<file path="src/rtl/multilane_packet_receiver.sv">
// ---------------------------------------------------------------------------
// multilane_packet_receiver
//
// Purpose:
//   Oversamples an external serial bit clock (clk_gpio) in the clk domain.
//   It hunts for a sync word on the header lane, then deserialises
//   DATA_LANES data lanes in parallel. Each frame is checked for per-lane
//   even parity and classified as a data frame or an ACK frame. Duplicate
//   data frames are suppressed. The block reports results as one-cycle
//   pulses and maintains small statistics counters.
//
// Ports:
//   clk                  system clock
//   rst_l                asynchronous active-low reset
//   game_active          receiver enable; low discards any frame in progress
//   clk_gpio             asynchronous serial bit clock (<= clk/8)
//   serial_in_h          header lane (sync word, type, seq, parity bits)
//   serial_in            data lanes
//   payload              lane i in payload[i*FRAME_BITS +: FRAME_BITS], first bit at MSB
//   data_valid           pulse: new, non-duplicate data frame on payload
//   data_seqNum          sequence bit of the current payload
//   ack_received         pulse: valid ACK frame received
//   ack_seqNum           sequence bit of the last ACK
//   send_ACK             pulse: ask the transmitter to ACK ack_req_seqNum
//   ack_req_seqNum       sequence bit to acknowledge
//   receive_done         pulse at the end of every frame, good or bad
//   packets_received_cnt valid data frames including duplicates (wraps)
//   acks_received_cnt    valid ACK frames (wraps)
//   error_cnt            parity failures plus timeouts (saturates)
//
// States:
//   S_HUNT  | shift header bits, looking for SYNC_WORD
//   S_RECV  | deserialise FRAME_BITS beats on every lane, watch for timeout
//   S_CHECK | one cycle: parity check, classify frame, register results
// ---------------------------------------------------------------------------
module multilane_packet_receiver #(
    parameter int                   DATA_LANES     = 4,
    parameter int                   FRAME_BITS     = 32,
    parameter int                   SYNC_BITS      = 8,
    parameter logic [SYNC_BITS-1:0] SYNC_WORD      = 8'hA5,
    parameter int                   CNT_BITS       = 4,
    parameter int                   TIMEOUT_CYCLES = 4096
) (
    input  logic                             clk,
    input  logic                             rst_l,
    input  logic                             game_active,
    input  logic                             clk_gpio,
    input  logic                             serial_in_h,
    input  logic [DATA_LANES-1:0]            serial_in,
    output logic [DATA_LANES*FRAME_BITS-1:0] payload,
    output logic                             data_valid,
    output logic                             data_seqNum,
    output logic                             ack_received,
    output logic                             ack_seqNum,
    output logic                             send_ACK,
    output logic                             ack_req_seqNum,
    output logic                             receive_done,
    output logic [CNT_BITS-1:0]              packets_received_cnt,
    output logic [CNT_BITS-1:0]              acks_received_cnt,
    output logic [CNT_BITS-1:0]              error_cnt
);

    localparam int HDR_W  = DATA_LANES + 2;
    localparam int BEAT_W = $clog2(FRAME_BITS);
    localparam int TO_W   = $clog2(TIMEOUT_CYCLES);

    localparam logic [BEAT_W-1:0] LAST_BEAT = BEAT_W'(FRAME_BITS - 1);
    localparam logic [BEAT_W-1:0] LAST_HDR  = BEAT_W'(HDR_W - 1);
    localparam logic [TO_W-1:0]   TO_LOAD   = TO_W'(TIMEOUT_CYCLES - 1);

    typedef enum logic [1:0] {
        S_HUNT  = 2'd0,
        S_RECV  = 2'd1,
        S_CHECK = 2'd2
    } state_t;

    state_t r_state;
    state_t w_state_nxt;

    // Input synchronisers
    logic [1:0]            r_gpio_sync;
    logic                  r_gpio_d;
    logic [1:0]            r_hdr_sync;
    logic [DATA_LANES-1:0] r_lane_sync1;
    logic [DATA_LANES-1:0] r_lane_sync2;

    logic                  w_beat;
    logic                  w_hdr_bit;
    logic [DATA_LANES-1:0] w_lane_bits;

    // Only SYNC_BITS-1 bits of history are stored; the newest bit is joined
    // combinationally, so the compare sees the full register after the shift.
    logic [SYNC_BITS-2:0]  r_sync_hist;
    logic [SYNC_BITS-1:0]  w_sync_cand;

    logic [BEAT_W-1:0]     r_beat_cnt;
    logic [TO_W-1:0]       r_to_cnt;
    logic [HDR_W-1:0]      r_hdr_sh;
    logic [FRAME_BITS-1:0] r_lane_sh [DATA_LANES];

    logic                  r_last_seq;
    logic                  r_last_seq_vld;

    logic [DATA_LANES*FRAME_BITS-1:0] r_payload;
    logic                  r_data_valid;
    logic                  r_data_seq;
    logic                  r_ack_received;
    logic                  r_ack_seq;
    logic                  r_send_ack;
    logic                  r_ack_req_seq;
    logic                  r_receive_done;
    logic [CNT_BITS-1:0]   r_pkt_cnt;
    logic [CNT_BITS-1:0]   r_ack_cnt;
    logic [CNT_BITS-1:0]   r_err_cnt;

    // Decoded actions from the output process
    logic w_sync_hit;
    logic w_hunt_shift;
    logic w_recv_shift;
    logic w_to_dec;
    logic w_timeout;
    logic w_check;

    logic w_par_fail;
    logic w_frame_type;
    logic w_frame_seq;

    // ------------------------------------------------------------------
    // Synchronisers and beat detect
    // ------------------------------------------------------------------
    always_ff @(posedge clk or negedge rst_l) begin
        if (!rst_l) begin
            r_gpio_sync  <= '0;
            r_gpio_d     <= 1'b0;
            r_hdr_sync   <= '0;
            r_lane_sync1 <= '0;
            r_lane_sync2 <= '0;
        end else begin
            r_gpio_sync  <= {r_gpio_sync[0], clk_gpio};
            r_gpio_d     <= r_gpio_sync[1];
            r_hdr_sync   <= {r_hdr_sync[0], serial_in_h};
            r_lane_sync1 <= serial_in;
            r_lane_sync2 <= r_lane_sync1;
        end
    end

    // All lanes share the clock's synchroniser depth, so the lane values
    // seen on the beat cycle are the ones present at the serial edge.
    assign w_beat      = r_gpio_sync[1] & ~r_gpio_d;
    assign w_hdr_bit   = r_hdr_sync[1];
    assign w_lane_bits = r_lane_sync2;
    assign w_sync_cand = {r_sync_hist, w_hdr_bit};

    // ------------------------------------------------------------------
    // FSM: state register
    // ------------------------------------------------------------------
    always_ff @(posedge clk or negedge rst_l) begin
        if (!rst_l) begin
            r_state <= S_HUNT;
        end else begin
            r_state <= w_state_nxt;
        end
    end

    // ------------------------------------------------------------------
    // FSM: next state
    // ------------------------------------------------------------------
    always_comb begin
        w_state_nxt = r_state;
        if (!game_active) begin
            w_state_nxt = S_HUNT;
        end else begin
            case (r_state)
                S_HUNT: begin
                    if (w_beat && (w_sync_cand == SYNC_WORD)) begin
                        w_state_nxt = S_RECV;
                    end
                end
                S_RECV: begin
                    if (w_beat && (r_beat_cnt == LAST_BEAT)) begin
                        w_state_nxt = S_CHECK;
                    end else if (!w_beat && (r_to_cnt == '0)) begin
                        w_state_nxt = S_HUNT;
                    end
                end
                S_CHECK: w_state_nxt = S_HUNT;
                default: w_state_nxt = S_HUNT;
            endcase
        end
    end

    // ------------------------------------------------------------------
    // FSM: output decode
    // ------------------------------------------------------------------
    always_comb begin
        w_sync_hit   = 1'b0;
        w_hunt_shift = 1'b0;
        w_recv_shift = 1'b0;
        w_to_dec     = 1'b0;
        w_timeout    = 1'b0;
        w_check      = 1'b0;
        if (game_active) begin
            case (r_state)
                S_HUNT: begin
                    w_hunt_shift = w_beat;
                    w_sync_hit   = w_beat && (w_sync_cand == SYNC_WORD);
                end
                S_RECV: begin
                    w_recv_shift = w_beat;
                    w_to_dec     = !w_beat && (r_to_cnt != '0);
                    w_timeout    = !w_beat && (r_to_cnt == '0);
                end
                S_CHECK: begin
                    w_check      = 1'b1;
                    // A beat landing here belongs to the next hunt.
                    w_hunt_shift = w_beat;
                end
                default: ;
            endcase
        end
    end

    // ------------------------------------------------------------------
    // Frame decode
    // ------------------------------------------------------------------
    // Header beat k sits at r_hdr_sh[HDR_W-1-k] once all header beats are in.
    assign w_frame_type = r_hdr_sh[HDR_W-1];
    assign w_frame_seq  = r_hdr_sh[HDR_W-2];

    always_comb begin
        w_par_fail = 1'b0;
        for (int i = 0; i < DATA_LANES; i++) begin
            if ((^r_lane_sh[i]) != r_hdr_sh[DATA_LANES-1-i]) begin
                w_par_fail = 1'b1;
            end
        end
    end

    // ------------------------------------------------------------------
    // Datapath and result registers
    // ------------------------------------------------------------------
    always_ff @(posedge clk or negedge rst_l) begin
        if (!rst_l) begin
            r_sync_hist    <= '0;
            r_beat_cnt     <= '0;
            r_to_cnt       <= TO_LOAD;
            r_hdr_sh       <= '0;
            for (int i = 0; i < DATA_LANES; i++) begin
                r_lane_sh[i] <= '0;
            end
            r_last_seq     <= 1'b0;
            r_last_seq_vld <= 1'b0;
            r_payload      <= '0;
            r_data_valid   <= 1'b0;
            r_data_seq     <= 1'b0;
            r_ack_received <= 1'b0;
            r_ack_seq      <= 1'b0;
            r_send_ack     <= 1'b0;
            r_ack_req_seq  <= 1'b0;
            r_receive_done <= 1'b0;
            r_pkt_cnt      <= '0;
            r_ack_cnt      <= '0;
            r_err_cnt      <= '0;
        end else begin
            r_data_valid   <= 1'b0;
            r_ack_received <= 1'b0;
            r_send_ack     <= 1'b0;
            r_receive_done <= 1'b0;

            if (!game_active) begin
                r_sync_hist <= '0;
            end else if (w_sync_hit) begin
                r_sync_hist <= '0;
                r_beat_cnt  <= '0;
                r_to_cnt    <= TO_LOAD;
            end else if (w_hunt_shift) begin
                r_sync_hist <= w_sync_cand[SYNC_BITS-2:0];
            end

            if (w_recv_shift) begin
                for (int i = 0; i < DATA_LANES; i++) begin
                    r_lane_sh[i] <= {r_lane_sh[i][FRAME_BITS-2:0], w_lane_bits[i]};
                end
                // Header beats past the parity bits are don't-care; freezing
                // the register keeps type/seq/parity at fixed positions.
                if (r_beat_cnt <= LAST_HDR) begin
                    r_hdr_sh <= {r_hdr_sh[HDR_W-2:0], w_hdr_bit};
                end
                r_beat_cnt <= r_beat_cnt + 1'b1;
                r_to_cnt   <= TO_LOAD;
            end else if (w_to_dec) begin
                r_to_cnt <= r_to_cnt - 1'b1;
            end

            if (w_timeout) begin
                r_receive_done <= 1'b1;
                if (r_err_cnt != '1) begin
                    r_err_cnt <= r_err_cnt + 1'b1;
                end
            end

            if (w_check) begin
                r_receive_done <= 1'b1;
                if (w_par_fail) begin
                    if (r_err_cnt != '1) begin
                        r_err_cnt <= r_err_cnt + 1'b1;
                    end
                end else if (w_frame_type) begin
                    r_ack_received <= 1'b1;
                    r_ack_seq      <= w_frame_seq;
                    r_ack_cnt      <= r_ack_cnt + 1'b1;
                end else begin
                    r_pkt_cnt     <= r_pkt_cnt + 1'b1;
                    r_send_ack    <= 1'b1;
                    r_ack_req_seq <= w_frame_seq;
                    // The peer resends on a lost ACK; re-ACK but deliver once.
                    if (!(r_last_seq_vld && (w_frame_seq == r_last_seq))) begin
                        for (int i = 0; i < DATA_LANES; i++) begin
                            r_payload[i*FRAME_BITS +: FRAME_BITS] <= r_lane_sh[i];
                        end
                        r_data_seq     <= w_frame_seq;
                        r_data_valid   <= 1'b1;
                        r_last_seq     <= w_frame_seq;
                        r_last_seq_vld <= 1'b1;
                    end
                end
            end
        end
    end

    assign payload              = r_payload;
    assign data_valid           = r_data_valid;
    assign data_seqNum          = r_data_seq;
    assign ack_received         = r_ack_received;
    assign ack_seqNum           = r_ack_seq;
    assign send_ACK             = r_send_ack;
    assign ack_req_seqNum       = r_ack_req_seq;
    assign receive_done         = r_receive_done;
    assign packets_received_cnt = r_pkt_cnt;
    assign acks_received_cnt    = r_ack_cnt;
    assign error_cnt            = r_err_cnt;

endmodule

</file>
<file path="config.mk">
export PLATFORM = sky130hd
export DESIGN_NAME = multilane_packet_receiver
export DESIGN_NICKNAME = d
export VERILOG_FILES = /design/src/rtl/multilane_packet_receiver.sv
export SDC_FILE = /design/constraint.sdc
export NUM_CORES = 1
export LEC_CHECK = 0
export CAP_MARGIN = 10
export CORE_MARGIN = 4
export CORE_UTILIZATION = 30
export CTS_BUF_LIST = sky130_fd_sc_hd__clkbuf_8
export DETAILED_ROUTE_END_ITERATION = 10
export GPL_ROUTABILITY_DRIVEN = 0
export GPL_TIMING_DRIVEN = 0
export REMOVE_ABC_BUFFERS = 1
export SETUP_SLACK_MARGIN = 0.15
export SKIP_CTS_REPAIR_TIMING = 1
export SYNTH_ARGS = -nofsm -noshare
export SYNTH_HDL_FRONTEND = slang
export SYNTH_SLANG_ARGS = --single-unit
</file>
<file path="constraint.sdc">
create_clock -name clk -period 4.8 [get_ports clk]
set_input_delay 0.96 -clock clk [delete_from_list [all_inputs] [get_ports clk]]
set_output_delay 0.96 -clock clk [all_outputs]
set_load 0.01 [all_outputs]
</file>
==> reports/qor.log <==
qor: sta.finalMaxSlewViolations 0
qor: drt.remaining_drc_errors 0
qor: grt.groute.layer.met2.usage 19.1%
qor: place.hpwl 19000 um
qor: floorplan.rows 77
qor: worst_setup_path.critical_path.max_stage_delay 630 ps
qor: sta.rsz0062_at_grt no
qor: cts.worst_setup_hold_path_clk_slew 60 ps
qor: worst_setup_path.critical_path.max_fanout 48
qor: drt.totalWireLength 28700 um
qor: sta.worst_clock_skew 25.0 ps
qor: synthesis.synth_seq_cells 321
qor: grt.via_count_of_the_first_global_routing_pass 8899
qor: drt.dr_total_vias 8511
qor: cts.cts-root-buf clkbuf_8
qor: grt.globalRouteMet1Util 16.4%
qor: cts.clock_tree.buffer_depth 3
qor: floorplan.chipWidth 219 um
qor: run.maxCapViolations 0
qor: sta.timing.setup.tns 0 ps
qor: synthesis.synth.yosys.warnings 0
qor: drt.drtAntennaViolNets 0
qor: grt.use_met3 3.84%
qor: sta.setup_viol 0
qor: worst_setup_path.cp_num_buf_inv 1
qor: cts.tritoncts built
qor: worst_setup_path.critPathLaunchType register
qor: grt.grt_max_degree 111
qor: cells_and_area.post_route_cells_drive_above_1_share 17.1%
qor: pwr.report.power.total 0.00536 W
qor: floorplan.coreArea 44200 um^2
qor: worst_setup_path.critPathLaunch r_lane_sh[111]
qor: sta.holdWs 246 ps
qor: cells_and_area.diodes 0
qor: synthesis.netlist_instances 1160
qor: synthesis.synth.lib_cells_used.distinct 45
qor: sta.post-route-period-util 81.6%
qor: place.place.port_buffers 155
qor: worst_setup_path.worst-endpoint-required 5290 ps
qor: worst_setup_path.path_common_cell xnor2_1
qor: worst_setup_path.path_cells xor2_1, xnor2_1, xnor2_1, xnor3_1, xnor2_1, nor4_4, nand3_4, buf_16, mux2_2
qor: pwr.leakagePower 8.33 nW
qor: sta.worst_max_slew_margin_expressed_relative_to_the_limit 44.8%
qor: worst_setup_path.regToRegStartpoint r_lane_sh[111]
qor: grt.antenna_found_initial 0
qor: worst_setup_path.cpLargestDelayFamily XOR/XNOR gates
qor: synthesis.synth.yosys.seq_area_share 60.0%
qor: floorplan.die_h 219 um
qor: drt.firstDrtPassIters 4
qor: floorplan.initial_core_util 30.3%
qor: synthesis.synth_top_cells_by_area dfrtp_1 58%, nand2_1 11%, mux2_2 11%, xnor2_1 7.5%, dfstp_2 2.4%
qor: cts.clkSinkCount 321
qor: drt.detailedRoute.firstIterationViolations 346
qor: pwr.pwr_density_cell 319 nW/um^2
qor: floorplan.dieArea 48200 um^2
qor: grt.overall_routing_resource_usage 12.4%
qor: sta.max_slew.worst_pin.slew 825 ps
qor: drt.per_cell_via_count_in_the_routed_design 4.34
qor: cells_and_area.finalNetCount 1350
qor: grt.grt_pass1_wl 48100 um
qor: sta.final-hold-violation-count 0
qor: drt.wl_per_cell 14.6 um
qor: run_status.result_of_the_run complete, no violations
qor: pwr.irDropWorstVdd 0.162 mV
qor: sta.maxClockFrequency 0.255 GHz
qor: hold_path.hp-class primary input to async pin
qor: worst_setup_path.timing.setup.critical_path_class register to register
qor: cells_and_area.area_delta_synth_final 25.4%
qor: cts.cts_inserted_buffers 56
qor: worst_setup_path.timing.critical_path.arrival 4410 ps
qor: worst_setup_path.timing.critical_path.to_type register
qor: sta.fin_crit 3920 ps
qor: grt.top_usage_layer met2
qor: synthesis.netlist.top_cell.by_area dfrtp_1
qor: floorplan.ioPinCount 156
qor: synthesis.syn_area_per_cell 11.6 um^2
qor: cts.htree_levels 2
qor: cts.clock_insertion_delay_worst_skew 620 ps
qor: grt.grt_remaining_overflow 0
qor: synthesis.synth.cell_area 13400 um^2
qor: synthesis.synthDominantCellAreaShare 57.7%
qor: worst_setup_path.critical-path-slowest-cell nand3_4
[kinds of logic (layout without fill, tap and decap cells)]
logic type               after synthesis  after routing  share of synthesized area (%)
AND/OR/NAND/NOR                      468            468                           14.1
flip-flops                           321            321                           60.0
multiplexers                         149            149                           12.4
XOR/XNOR                             140            140                           9.55
buffers and inverters                 52            263                           2.16
AO/OA/AOI/OAI                         23             23                           1.07
adder cells (fa/ha/maj)                7              7                          0.653
[stage by stage]
stage / area [um^2] / worst slack, ps / util [%] / std cells
floorplan: 13100 / -439 / - / 1112
global placement: 15400 / -11580 / 34.9 / 1859
detailed placement: 15700 / 802 / 35.5 / 1868
CTS: 16800 / 782 / 38.0 / 1963
global route: 16800 / 618 / 38.0 / 1963
finish: 16800 / 882 / 38.0 / 1963
[sequential cells by signal, indices dropped and copies added (netlist names), 4 cells and up]
name / cells
acks_received_cnt: 4
r_beat_cnt: 5
error_cnt: 4
r_lane_sync1: 4
r_lane_sh: 128
r_hdr_sh: 6
packets_received_cnt: 4
r_sync_hist: 7
r_lane_sync2: 4
payload: 128
r_to_cnt: 12
[Yosys cell counts]
master / n
mux2_1: 12
o41ai_1: 1
nand2b_1: 5
o211ai_1: 1
buf_4: 1
nor4_1: 2
buf_2: 1
nand3_1: 7
nor4_4: 1
o21ai_0: 6
a22oi_1: 1
dfstp_2: 12
buf_1: 1
and3b_1: 1
nor2_1: 19
nor4bb_1: 2
xor2_1: 21
and4_1: 1
buf_6: 12
and2_1: 3
dfrtp_1: 309
a21boi_0: 1
nor3_1: 3
mux2i_1: 7
or4_1: 2
inv_1: 4
nand4_1: 2
nor2b_1: 4
nand3_2: 1
or3_1: 2
nor3b_1: 2
clkbuf_1: 33
o31ai_1: 1
nand3b_1: 1
a2111o_1: 1
a32oi_1: 1
a31oi_1: 1
mux2_2: 130
ha_1: 7
xnor3_1: 4
nand2_1: 405
xnor2_1: 115
a22o_1: 1
and3_1: 5
a21oi_1: 8
[layout make-up]
class | instances | area, um^2
Fill cell | 4297 | 27400
Tap cell | 592 | 741
Inverter | 4 | 15.0
Timing Repair Buffer | 164 | 1790
Sequential cell | 321 | 8050
Multi-Input combinational cell | 787 | 5100
Clock buffer | 70 | 963
Clock inverter | 25 | 159
[layer usage]
layer	routed length (um)	vias to the layer above
li1	-	4099
met1	13300	4200
met2	12900	159
met3	1910	53
met4	698	0
met5	0	-
[power by group]
group | internal, W | total, W | switching [W]
registers | 0.00273 | 0.00275 | 0.0000149
clock network | 0.00140 | 0.00251 | 0.00110
logic | 0.0000330 | 0.000108 | 0.0000746
total | 0.00417 | 0.00536 | 0.00119
[cell usage in the layout (no fill, tap or decap), types with 3 or more instances in the layout]
cell type,n
dfrtp_1,309
xnor2_1,115
xnor3_1,4
ha_1,7
clkdlybuf4s50_1,154
clkbuf_8,70
and3_1,4
inv_1,21
xor2_1,21
nand2_1,405
and2_1,3
o21ai_0,6
mux2i_1,7
a21oi_1,8
nand2b_1,5
mux2_1,12
nand3_1,6
nor2b_1,4
mux2_2,130
buf_16,7
dfstp_2,12
clkinv_2,4
nor2_1,19
nor3_1,3
[worst paths after layout]
path	endpoint	slack (ps)	cells after the start
max reg2reg	payload[46]	880	9
min reg2reg	r_lane_sync2[0]	340	0
min	payload[56]	250	1
max in group asynchronous	payload[118]	3650	2
min in group clk	r_lane_sync2[0]	340	0
max	payload[46]	880	9
Note: power is estimated with default switching activity, not from simulation.
